### src/rtl/emmc_ddr_rx_ctrl_if.sv
// emmc_ddr_rx_ctrl_if: request, capture-cell and result signals of the eMMC
// DDR receive sequencer. The slave modport is the sequencer; the master modport
// is the side that drives start/config and the IDDR Q outputs.
interface emmc_ddr_rx_ctrl_if #(
    parameter int TIMEOUT_W = 24,
    parameter int LEN_W     = 10
);
    logic                 start;
    logic                 bus_w8;
    logic [LEN_W-1:0]     blk_len;
    logic [TIMEOUT_W-1:0] timeout_cyc;
    logic [7:0]           q_rise;
    logic [7:0]           q_fall;
    logic                 iddr_ce;
    logic                 iddr_rst;
    logic                 busy;
    logic [15:0]          data_word;
    logic                 data_valid;
    logic                 done;
    logic                 crc_err;
    logic                 end_err;
    logic                 timeout;

    modport master (
        output start, bus_w8, blk_len, timeout_cyc, q_rise, q_fall,
        input  iddr_ce, iddr_rst, busy, data_word, data_valid, done,
               crc_err, end_err, timeout
    );

    modport slave (
        input  start, bus_w8, blk_len, timeout_cyc, q_rise, q_fall,
        output iddr_ce, iddr_rst, busy, data_word, data_valid, done,
               crc_err, end_err, timeout
    );
endinterface

### src/rtl/emmc_ddr_rx_ctrl.sv
// emmc_ddr_rx_ctrl: DDR52 block-read sequencer for the DAT-line IDDR bank.
// Arms/clears the capture cells, finds the start bit, packs rise/fall samples
// into 16-bit words (even byte low), checks end bit and, when the macro
// EMMC_DDR_CRC_CHECK_EN is defined, per-line per-edge CRC16.
module emmc_ddr_rx_ctrl #(
    parameter int TIMEOUT_W = 24,
    parameter int LEN_W     = 10
) (
    input  logic              C_i,
    input  logic              R_i,
    emmc_ddr_rx_ctrl_if.slave bus
);
    typedef enum logic [2:0] {IDLE, ARM, WAIT_START, DATA, CRC, ENDB, FIN} state_t;

    state_t               state_q, state_d;
    logic                 w8_q, w8_d;
    logic [LEN_W-2:0]     hlen_q, hlen_d;     // block length in 16-bit words
    logic [LEN_W-1:0]     cnt_q, cnt_d;       // DATA / CRC cycle counter
    logic [TIMEOUT_W-1:0] tmo_q, tmo_d;
    logic [7:0]           hi_q, hi_d;         // 4-bit mode: {odd[7:4], even[7:4]}
    logic [15:0]          word_q, word_d;
    logic                 dv_q, dv_d;
    logic                 tpulse_q, tpulse_d;
    logic                 end_err_q, end_err_d;

    logic [7:0]           act_mask;
    logic [LEN_W-1:0]     data_last;
    logic [TIMEOUT_W-1:0] tmo_nxt;
    logic                 crc_bad;
    logic                 unused_len_lsb;

    assign unused_len_lsb = bus.blk_len[0];
    assign act_mask  = w8_q ? 8'hFF : 8'h0F;
    assign data_last = w8_q ? {1'b0, hlen_q} - 1'b1 : {hlen_q, 1'b0} - 1'b1;
    assign tmo_nxt   = tmo_q + 1'b1;

    // Next-state and datapath: sequencing, word assembly, timeout and end bit.
    always_comb begin
        state_d   = state_q;
        w8_d      = w8_q;
        hlen_d    = hlen_q;
        cnt_d     = cnt_q;
        tmo_d     = tmo_q;
        hi_d      = hi_q;
        word_d    = word_q;
        dv_d      = 1'b0;
        tpulse_d  = 1'b0;
        end_err_d = end_err_q;
        case (state_q)
            IDLE: begin
                if (bus.start && bus.blk_len[LEN_W-1:1] != '0) begin
                    state_d = ARM;
                    w8_d    = bus.bus_w8;
                    hlen_d  = bus.blk_len[LEN_W-1:1];
                end
            end
            ARM: begin
                cnt_d     = '0;
                tmo_d     = '0;
                end_err_d = 1'b0;
                state_d   = WAIT_START;
            end
            WAIT_START: begin
                tmo_d = tmo_nxt;
                if ((bus.q_rise & act_mask) == 8'h00) begin
                    state_d = DATA;
                end else if (bus.timeout_cyc != '0 && tmo_nxt == bus.timeout_cyc) begin
                    state_d  = IDLE;
                    tpulse_d = 1'b1;
                end
            end
            DATA: begin
                if (w8_q) begin
                    word_d = {bus.q_fall, bus.q_rise};
                    dv_d   = 1'b1;
                end else if (!cnt_q[0]) begin
                    hi_d = {bus.q_fall[3:0], bus.q_rise[3:0]};
                end else begin
                    word_d = {hi_q[7:4], bus.q_fall[3:0], hi_q[3:0], bus.q_rise[3:0]};
                    dv_d   = 1'b1;
                end
                if (cnt_q == data_last) begin
                    cnt_d   = '0;
                    state_d = CRC;
                end else begin
                    cnt_d = cnt_q + 1'b1;
                end
            end
            CRC: begin
                if (cnt_q == LEN_W'(15)) state_d = ENDB;
                else                     cnt_d   = cnt_q + 1'b1;
            end
            ENDB: begin
                end_err_d = |(~bus.q_rise & act_mask);
                state_d   = FIN;
            end
            FIN:     state_d = IDLE;
            default: state_d = IDLE;
        endcase
    end

    // State and datapath registers; reset abandons any block in flight.
    always_ff @(posedge C_i) begin
        if (R_i) begin
            state_q   <= IDLE;
            w8_q      <= 1'b0;
            hlen_q    <= '0;
            cnt_q     <= '0;
            tmo_q     <= '0;
            hi_q      <= '0;
            word_q    <= '0;
            dv_q      <= 1'b0;
            tpulse_q  <= 1'b0;
            end_err_q <= 1'b0;
        end else begin
            state_q   <= state_d;
            w8_q      <= w8_d;
            hlen_q    <= hlen_d;
            cnt_q     <= cnt_d;
            tmo_q     <= tmo_d;
            hi_q      <= hi_d;
            word_q    <= word_d;
            dv_q      <= dv_d;
            tpulse_q  <= tpulse_d;
            end_err_q <= end_err_d;
        end
    end

`ifdef EMMC_DDR_CRC_CHECK_EN
    logic [7:0][15:0] crc_r_q, crc_r_d, crc_f_q, crc_f_d;
    logic             crc_err_q, crc_err_d;

    function automatic logic [15:0] crc16_step(input logic [15:0] c, input logic b);
        return {c[14:0], 1'b0} ^ ((c[15] ^ b) ? 16'h1021 : 16'h0000);
    endfunction

    // Each register runs over its data bits and then the received CRC bits;
    // a correct CRC leaves the remainder at zero after the last CRC bit.
    always_comb begin
        crc_r_d   = crc_r_q;
        crc_f_d   = crc_f_q;
        crc_err_d = crc_err_q;
        if (state_q == ARM) begin
            crc_r_d   = '0;
            crc_f_d   = '0;
            crc_err_d = 1'b0;
        end else if (state_q == DATA || state_q == CRC) begin
            for (int i = 0; i < 8; i++) begin
                crc_r_d[i] = crc16_step(crc_r_q[i], bus.q_rise[i]);
                crc_f_d[i] = crc16_step(crc_f_q[i], bus.q_fall[i]);
            end
            if (state_q == CRC && cnt_q == LEN_W'(15)) begin
                crc_err_d = 1'b0;
                for (int i = 0; i < 8; i++)
                    if (act_mask[i] && (crc_r_d[i] != '0 || crc_f_d[i] != '0))
                        crc_err_d = 1'b1;
            end
        end
    end

    // CRC remainder and result registers.
    always_ff @(posedge C_i) begin
        if (R_i) begin
            crc_r_q   <= '0;
            crc_f_q   <= '0;
            crc_err_q <= 1'b0;
        end else begin
            crc_r_q   <= crc_r_d;
            crc_f_q   <= crc_f_d;
            crc_err_q <= crc_err_d;
        end
    end

    assign crc_bad = crc_err_q;
`else
    assign crc_bad = 1'b0;
`endif

    assign bus.busy       = (state_q != IDLE);
    assign bus.iddr_ce    = state_q inside {ARM, WAIT_START, DATA, CRC, ENDB};
    assign bus.iddr_rst   = R_i || (state_q == ARM);
    assign bus.data_word  = word_q;
    assign bus.data_valid = dv_q;
    assign bus.done       = (state_q == FIN);
    assign bus.crc_err    = (state_q == FIN) && crc_bad;
    assign bus.end_err    = (state_q == FIN) && end_err_q;
    assign bus.timeout    = tpulse_q;
endmodule

### src/flat_wrapper.sv
// flat-port wrapper written by rule: the top's interface ports become plain ports
module emmc_ddr_rx_ctrl_flat 
#(
    parameter int TIMEOUT_W = 24,
    parameter int LEN_W     = 10
)
  (C_i, R_i, bus_start, bus_bus_w8, bus_blk_len, bus_timeout_cyc, bus_q_rise, bus_q_fall, bus_iddr_ce, bus_iddr_rst, bus_busy, bus_data_word, bus_data_valid, bus_done, bus_crc_err, bus_end_err, bus_timeout);
  emmc_ddr_rx_ctrl_if #(.TIMEOUT_W(TIMEOUT_W), .LEN_W(LEN_W)) bus_i ();
  input  logic C_i;
  input  logic R_i;
  input wire logic [$bits(bus_i.start)-1:0] bus_start;
  input wire logic [$bits(bus_i.bus_w8)-1:0] bus_bus_w8;
  input wire logic [$bits(bus_i.blk_len)-1:0] bus_blk_len;
  input wire logic [$bits(bus_i.timeout_cyc)-1:0] bus_timeout_cyc;
  input wire logic [$bits(bus_i.q_rise)-1:0] bus_q_rise;
  input wire logic [$bits(bus_i.q_fall)-1:0] bus_q_fall;
  output wire logic [$bits(bus_i.iddr_ce)-1:0] bus_iddr_ce;
  output wire logic [$bits(bus_i.iddr_rst)-1:0] bus_iddr_rst;
  output wire logic [$bits(bus_i.busy)-1:0] bus_busy;
  output wire logic [$bits(bus_i.data_word)-1:0] bus_data_word;
  output wire logic [$bits(bus_i.data_valid)-1:0] bus_data_valid;
  output wire logic [$bits(bus_i.done)-1:0] bus_done;
  output wire logic [$bits(bus_i.crc_err)-1:0] bus_crc_err;
  output wire logic [$bits(bus_i.end_err)-1:0] bus_end_err;
  output wire logic [$bits(bus_i.timeout)-1:0] bus_timeout;
  assign bus_i.start = bus_start;
  assign bus_i.bus_w8 = bus_bus_w8;
  assign bus_i.blk_len = bus_blk_len;
  assign bus_i.timeout_cyc = bus_timeout_cyc;
  assign bus_i.q_rise = bus_q_rise;
  assign bus_i.q_fall = bus_q_fall;
  assign bus_iddr_ce = bus_i.iddr_ce;
  assign bus_iddr_rst = bus_i.iddr_rst;
  assign bus_busy = bus_i.busy;
  assign bus_data_word = bus_i.data_word;
  assign bus_data_valid = bus_i.data_valid;
  assign bus_done = bus_i.done;
  assign bus_crc_err = bus_i.crc_err;
  assign bus_end_err = bus_i.end_err;
  assign bus_timeout = bus_i.timeout;
  emmc_ddr_rx_ctrl #(.TIMEOUT_W(TIMEOUT_W), .LEN_W(LEN_W)) u_core (.C_i(C_i), .R_i(R_i), .bus(bus_i));
endmodule
### config.mk
export PLATFORM = sky130hd
export DESIGN_NAME = emmc_ddr_rx_ctrl_flat
export DESIGN_NICKNAME = d
export VERILOG_FILES = /design/src/rtl/emmc_ddr_rx_ctrl_if.sv /design/src/rtl/emmc_ddr_rx_ctrl.sv /design/src/flat_wrapper.sv
export SDC_FILE = /design/constraint.sdc
export NUM_CORES = 1
export LEC_CHECK = 0
export ABC_CLOCK_PERIOD_IN_PS = 7600
export BUFFER_PORTS_ARGS = -buffer_cell sky130_fd_sc_hd__buf_4
export CAP_MARGIN = 20
export CORE_ASPECT_RATIO = 1.1
export CORE_MARGIN = 5
export CORE_UTILIZATION = 30
export DETAILED_ROUTE_END_ITERATION = 6
export GPL_TIMING_DRIVEN = 0
export PLACE_DENSITY = 0.56
export SKIP_LAST_GASP = 1
export SLEW_MARGIN = 40
export SYNTH_ARGS = -nofsm -noshare
export SYNTH_HDL_FRONTEND = slang
export SYNTH_SLANG_ARGS = --single-unit
### constraint.sdc
create_clock -name C_i -period 7.6 [get_ports C_i]
set_input_delay 1.14 -clock C_i [delete_from_list [all_inputs] [get_ports C_i]]
set_output_delay 1.14 -clock C_i [all_outputs]
set_load 0.02 [all_outputs]
# [Word-level counts from Yosys, hierarchy flattened]
# Index checks and enable logic that the tools add are counted.
[totals] register_bits=74 input_bits=54 out_inout_bits=24 word_cells=75
[classes] add_sub_neg=4 n_eq_ne=14 mux=18 bitwise_logic=7 reduce_logical=22
[ops] operator="$pmux W24 S2" count=1
[ops] operator="$mux W16" count=2
[ops] operator="$mux W10" count=3
[ops] operator="$pmux W10 S3" count=1
[ops] operator="$add A24 B1 Y24 const B" count=1
[ops] operator="$eq A24 B24 Y1" count=1
[ops] operator="$reduce_bool A24 Y1" count=1
[ops] operator="$pmux W3 S6" count=1
[ops] operator="$and A8 B8 Y8" count=2
[ops] operator="$mux W3" count=5
[ops] operator="$add A10 B1 Y10 const B" count=1
[ops] operator="$eq A10 B10 Y1" count=1
[ops] operator="$eq A10 B4 Y1 const B" count=1
[ops] operator="$sub A10 B1 Y10 const B" count=1
[ops] operator="$sub A9 B1 Y10 const B" count=1
[ops] operator="$eq A3 B3 Y1 const B" count=3
[ops] operator="$reduce_bool A9 Y1" count=1
[ops] operator="$logic_not A8 Y1" count=1
[ops] operator="$mux W8" count=1
[ops] operator="$not A8 Y8" count=1
[ops] operator="$reduce_or A8 Y1" count=1
[ops] operator="$eq A3 B2 Y1 const B" count=2
[ops] operator="$ne A2 B1 Y1 const B" count=3
[ops] operator="$reduce_and A2 Y1" count=3
[ops] operator="16 further kinds" count=26

# [Depth between registers and ports, before layout]
# Gate-level depths: netlist of the first run.
[depth] ltp_word=6 mapped_depth=10

# [Worst setup path before layout of the first run]
# No wires, ideal clock.
[synth_timing] kind="input-to-output" startpoint="input R_i" endpoint="output bus_iddr_rst" arrival_ns=1.412 required_time_ns=6.460 setup_slack_ns=5.048 path_stages=2 path_buffers=0 cell_sequence="inv_1 > nand2_1"
[synth_via] elab_chain_cells=1
[synth_lines] element="start, declared" line="flat_wrapper.sv:10" text="input logic R_i;"
[synth_lines] element="$logic_or A1 B1 Y1" line="emmc_ddr_rx_ctrl.sv:181" text="assign bus.iddr_rst = R_i || (state_q == ARM);"
[synth_lines] element="end, declared" line="flat_wrapper.sv:18" text="output wire logic [$bits(bus_i.iddr_rst)-1:0] bus_iddr_rst;"
# Every way passes these cells.

# [Worst setup path after layout of the first run]
[layout_timing] startpoint="register u_core.state_q[0]" endpoint="output bus_iddr_rst"
[layout_via] elab_chain_cells=2
[layout_lines] element="start, declared" line="emmc_ddr_rx_ctrl.sv:15" text="state_t state_q, state_d;"
[layout_lines] element="start signal, assigned" line="emmc_ddr_rx_ctrl.sv:116" text="state_q <= state_d;"
[layout_lines] element="$eq A3 B1 Y1" line="emmc_ddr_rx_ctrl.sv:181"
[layout_lines] element="$logic_or A1 B1 Y1" line="emmc_ddr_rx_ctrl.sv:181"
# Every way passes these cells.

==> results of run 1 <==
==> routing by layer <==
layer	share of wire, %	vias up	GRT usage, %
met5	0	-	0
met4	1.2	0	3.65
met3	3.9	14	2.90
met2	50	106	27.4
met1	45	2200	20.0
li1	-	2322	-
==> registers in the layout, indices dropped and copies added (netlist names) <==
signal                 count
u_core.bus.data_word      16
u_core.bus.data_valid      1
u_core.cnt_q              10
u_core.tmo_q              24
u_core.state_q             3
u_core.w8_q                1
u_core.end_err_q           1
u_core.hi_q                8
u_core.hlen_q              9
u_core.bus.timeout         1
==> layout make-up <==
cell class / instances / share of cell area [%]
flip-flops and latches: 74 / 25.5
well taps: 200 / 4.31
multi-input cells: 466 / 51.2
inverters: 12 / 0.776
repair buffers: 74 / 9.56
plain buffers: 39 / 3.53
clock inverters: 4 / 0.905
clock buffers: 11 / 4.18
==> cells in the final DEF (no fill, tap or decap), types with 4 or more instances in the layout <==
cell       count
clkbuf_1      24
buf_2          6
a21oi_1       43
buf_4         79
mux2i_1       23
clkbuf_16      9
and4_1         5
nand4_1        7
nor4_1        21
nand3_1       22
and3_1        10
nand2_1       54
or3_1          4
nor3_1        20
a22oi_1        6
nand4b_1       4
o21ai_0       24
and2_1         5
xor2_1        19
nand2b_1       8
inv_1         12
a311oi_1       4
a31oi_1        7
xnor2_1       38
a211oi_1      21
dfxtp_1       74
nor2_1        60
==> how the worst max path moves through the flow <==
stage	startpoint	end	slack [ns]	cells past startpoint
2_1_floorplan	R_i	bus_iddr_rst	5.05	2
3_3_place_gp	u_core.hlen_q[0]	u_core.cnt_q[7]	4.70	9
3_5_place_dp	u_core.hlen_q[0]	u_core.cnt_q[5]	4.70	9
4_1_cts	u_core.state_q[0]	bus_iddr_rst	4.59	5
5_1_grt	u_core.hlen_q[0]	u_core.cnt_q[1]	4.34	9
6_report	u_core.state_q[0]	bus_iddr_rst	4.55	5
==> tightest hold or removal path, cell delays in order (launching register included) <==
cell	delay (ns)
dfxtp_1	0.31
nand2_1	0.05
a21oi_1	0.05
==> report_power, final <==
| group | leakage [nW] | switching (W) | internal [W] |
|---|---|---|---|
| Clock | 0.146 | 0.000170 | 0.000262 |
| Sequential | 0.598 | 0.0000270 | 0.000417 |
| Combinational | 1.43 | 0.000362 | 0.000220 |
| Total | 2.17 | 0.000559 | 0.000899 |
==> through the flow <==
stage          cell area [sq um]  std cells  hold WS, ns
6_report                    5810        880        0.452
3_3_place_gp                5500        865        0.443
2_1_floorplan               4700        591        0.432
5_1_grt                     5810        880        0.479
4_1_cts                     5800        880        0.456
3_5_place_dp                5510        865        0.447
==> logic make-up after synthesis <==
logic type / Yosys count / synth area share, %
xor gates and xnor gates: 57 / 10.6
buffers and inverters: 51 / 5.33
and+or+nand+nor: 251 / 28.6
muxes: 23 / 4.90
other: 1 / 0.0798
AOI/OAI and AO/OA: 131 / 18.2
adders and majority gates: 3 / 0.799
DFF: 74 / 31.5
==> run metrics, run 1 <==
status complete, no violations; post-route setup slack 4.55 ns; crit path max-delay cell type dfxtp_1; drt wl/cell 16.2 um; worst path cell trace nor2b_1, clkbuf_1, nand2_1, nand2_1, buf_4; Max Root-Sink Buffers 2; clock slew at reported path FFs 0.06 ns; Fill cells 1628; CTS resizes 0; Worst Hold End u_core.end_err_q; post-place setup slack 4.70 ns; syn_area_per_cell 7.95 sq um; core area 15600 sq um; Layout area overhead 23.6%; GR Overflow Total 0; max-cap viol count 0; Routed Antenna Nets 0; Post-synth EDFFs 0; Pwr Total 0.00146 W; total number of vias 4642; dpl hpwl 11.0 mm; Total Routing Usage GR 15.7%; Placer Congestion 0.862; fmax 328 MHz; footprint of the multi-input gates 2980 sq um; first-pass GRT wire length 23.2 mm; fin nets 733; initial core utilization 30.2%; area share of the largest cell type after synthesis 31.5%; n_diodes 0; final setup vio count 0; CTS tree built; most frequent cell after synthesis dfxtp_1; CP Launch Type flop; Worst Tran Pin Value 0.734 ns; relative slew slack 50.8%; Commonest cells post-synth dfxtp_1, nor2_1, nand2_1; Worst VDD drop 0.119 mV; CTS Buf Count 9; layout cells sized above 1 17.8%; Fin. Hold Viols 0; Reg area 1480 sq um; setup bufs post-CTS 0; slowest stage delay, CP 0.43 ns; DRT Wirelength 14.3 mm; CP Class reg2out; Post-synth ARST share 0%; root buffer cell clkbuf_16; via/cell ratio 5.28; Fin Clk Skew 0.00721 ns; die height 141 um; Post-Synthesis Cells 591; clock latency on the worst-skew pair 0.34 ns; Post-Syn Area 4700 sq um; Pwr Density 251 nW/um^2; number of synthesized register bits 74; I/O pins 78; DRT Pass-1 Iters 5; DRC viols 0; synth top area cells dfxtp_1, xnor2_1, mux2i_1, nor2_1, a21oi_1; Crit path buffers/inverters 2; CP most frequent cell nand2_1; critical path's top delay family simple AND/OR/NAND/NOR gates; post-route minimum period 3.05 ns; antenna violations before repair 0; setup TNS 0 ns; FP Rows 48; startpoint of the worst hold path u_core.end_err_q; Cell variety after synth 71; Syn Nets 648; hold_buf cts 0; crit path DAT 1.91 ns; largest net degree at the start of global routing 13; H-tree Lvls 3; Leak 2.17 nW; # port buffers 74; Hold Crit Depth 2; register area share after synthesis 31.5%; DRT iter0 DRCs 336; Max Slew Vio Count 0; Util after Layout 37.3%; Critical Path End Type output pin; clock sink count 74; number of global-route vias before repair 4533; reg-to-reg endpoint u_core.cnt_q[5]; Tcrit/Tclk final 40.1%; Die Wd 129 um; die area 18300 sq um; worst min-delay path class reg2reg; Reg-to-Reg Start u_core.hlen_q[0]; post-synth top area cell dfxtp_1; R2R setup slack 4.70 ns; cells on worst reg2reg path 9; synth warn 0; top_reg_cell synth dfxtp_1; RSZ-0062 raised after global routing false; Critical Path RT 6.46 ns; Worst Path Max Fanout 10
No activity file was read; power rests on OpenSTA's default activity.
==> run 2, diff against run 1 <==
--- a/config.mk
+++ b/config.mk
@@ -5,7 +5,7 @@
 export SDC_FILE = /design/constraint.sdc
 export NUM_CORES = 1
 export LEC_CHECK = 0
-export ABC_CLOCK_PERIOD_IN_PS = 7600
+export ABC_CLOCK_PERIOD_IN_PS = 2500
 export BUFFER_PORTS_ARGS = -buffer_cell sky130_fd_sc_hd__buf_4
 export CAP_MARGIN = 20
 export CORE_ASPECT_RATIO = 1.1
@@ -13,7 +13,7 @@
 export CORE_UTILIZATION = 30
 export DETAILED_ROUTE_END_ITERATION = 6
 export GPL_TIMING_DRIVEN = 0
-export PLACE_DENSITY = 0.56
+export PLACE_DENSITY = 0.58
 export SKIP_LAST_GASP = 1
 export SLEW_MARGIN = 40
 export SYNTH_ARGS = -nofsm -noshare
==> constraint.sdc (replaced) <==
create_clock -name C_i -period 2.5 [get_ports C_i]
set_input_delay 0.375 -clock C_i [delete_from_list [all_inputs] [get_ports C_i]]
set_output_delay 0.375 -clock C_i [all_outputs]
set_load 0.02 [all_outputs]
==> run 2 against run 1 <==
Sequential power grew to 3.1 times the previous value. Total power grew to 3.3 times the previous value. Utilization is 2.7 points higher. Flip-flop and latch count stayed put. Combinational power grew to 3.3 times the previous value. Die area stayed put. Worst setup slack worse by 4.5 ns. Via count is 2.1% higher. Routed wire length is 1.7% higher. Critical endpoint is now u_core.state_q[1]. Largest cell class unchanged.
==> run metrics, run 2 (same netlist as run 1, synthesis figures left out) <==
Total Routing Usage GR 15.8%; n_diodes 0; Pwr Total 0.00474 W; Critical Path End Type flop; RSZ-0062 raised after global routing true; DRT iter0 DRCs 271; Placer Congestion 0.857; Int Pwr 0.00296 W; fin nets 750; clock sink count 74; reg-to-reg endpoint u_core.state_q[1]; Fin Clk Skew 0.00885 ns; Tcrit/Tclk final 98.1%; placed cell count 865; crit path DAT 2.67 ns; CTS tree built; hold_buf cts 0; final setup vio count 0; sw frac 37.6%; H-tree Lvls 3; GR Overflow Total 0; fmax 408 MHz; DRC viols 0; slowest stage delay, CP 0.60 ns; hold slack 0.259 ns; worst min-delay path class in2reg; most common cell after layout, fill and taps aside buf_4; Layout area overhead 32.5%; # port buffers 74; die height 141 um; setup TNS 0 ns; cell area after layout 6230 sq um; Max Root-Sink Buffers 2; Critical Path RT 2.72 ns; relative slew slack 46.1%; first-pass GRT wire length 22.9 mm; max-cap viol count 0; clock latency on the worst-skew pair 0.35 ns; root buffer cell clkbuf_16; DRT Pass-1 Iters 5; dpl hpwl 10.5 mm; crit path max-delay cell type or4_4; Max Slew Vio Count 0; Routed Antenna Nets 0; largest net degree at the start of global routing 14; I/O pins 78; R2R setup slack 0.05 ns; via/cell ratio 5.28; max reg flops 24; total number of vias 4741; initial core utilization 30.2%; Reg-to-Reg Start u_core.tmo_q[4]; Pwr Density 762 nW/um^2; Combinational Power Share 40.0%; clock share of power 31.3%; die area 18300 sq um; sequential power share 28.7%; CP Class reg2reg; post-route minimum period 2.45 ns; Worst Tran Pin Value 0.803 ns; DRT Wirelength 14.5 mm; CP Launch Type flop; Leak 2.33 nW; number of global-route vias before repair 4456; Fin. Hold Viols 0; worst path cell trace buf_6, nand4_4, or4_4, o21a_1, or3_1, a211o_1, o211ai_2, o211ai_1; Die Wd 129 um; layout cells sized above 1 25.6%; Finished Layout Cells 898; clock slew at reported path FFs 0.06 ns; cells on worst reg2reg path 8; CTS Buf Count 9; startpoint of the worst hold path bus_bus_w8; largest reg by FF count u_core.tmo_q; Worst VDD drop 0.261 mV; antenna violations before repair 0; core area 15600 sq um; FP Rows 48; Worst Path Max Fanout 4; most frequent cells in the layout buf_4, dfxtp_1, nor2_1; Worst Hold End u_core.w8_q; Hold Crit Depth 3; post-placement cell area 5510 sq um; Switch Pwr 0.00178 W; drt wl/cell 16.2 um; status complete, no violations
run 2: per-stage QoR:
step,utilization (%),setup WS (ns)
2_1_floorplan,-,0.112
3_3_place_gp,35.4,-0.401
3_5_place_dp,35.4,-0.343
4_1_cts,38.2,0.00560
5_1_grt,40.0,-0.0523
6_report,40.0,0.0464
run 2: worst max-delay path by stage:
stage	start	end	slack, ns	cells past startpoint
4_1_cts	u_core.tmo_q[13]	u_core.state_q[1]	0.006	7
6_report	u_core.tmo_q[4]	u_core.state_q[1]	0.05	8
3_5_place_dp	u_core.hlen_q[0]	u_core.cnt_q[9]	-0.34	9
5_1_grt	u_core.tmo_q[6]	u_core.state_q[1]	-0.05	7
2_1_floorplan	u_core.hlen_q[0]	u_core.state_q[2]	0.11	10
3_3_place_gp	u_core.hlen_q[0]	u_core.cnt_q[9]	-0.40	9
run 2: power groups by stage:
| stage | registers, W | logic [W] | clock network, W |
|---|---|---|---|
| floorplan | 0.00137 | 0.00122 | 0 |
| global placement | 0.00137 | 0.00174 | 0 |
| detailed placement | 0.00137 | 0.00174 | 0 |
| CTS | 0.00135 | 0.00182 | 0.00151 |
| global route | 0.00137 | 0.00210 | 0.00157 |
| finish | 0.00136 | 0.00190 | 0.00148 |
run 2: cell type report:
cell class / count / area (sq um)
Clock buffer: 11 / 253
Timing Repair Buffer: 93 / 702
Tap cell: 200 / 250
Multi-Input combinational cell: 466 / 3150
Sequential cell: 74 / 1500
Inverter: 12 / 50.0
Clock inverter: 5 / 85.1
Fill cell: 1568 / 9330
Buffer: 37 / 235
run 2: routing by layer:
metal / wire (um) / part of all wire [%] / up-vias / track usage, %
met5: 0 / 0 / - / 0
met4: 132 / 0.91 / 0 / 4.53
met3: 652 / 4.5 / 12 / 3.39
met2: 7250 / 50 / 113 / 26.8
met1: 6480 / 45 / 2255 / 20.3
li1: - / - / 2361 / -
run 2: repair_timing:
action / CTS / global route
buffers inserted: 2 / 16
pin swaps: 7 / 16
cloned: 0 / 1
resized for setup: 26 / 41
setup endpoints to repair: 22 / 24
run 2: worst max-delay path: cells and delay by family (launching register included):
kind,cells,cell delay (ns)
compound gates,4,0.81
buf+inv,1,0.11
flops,1,0.32
simple gates,3,1.09
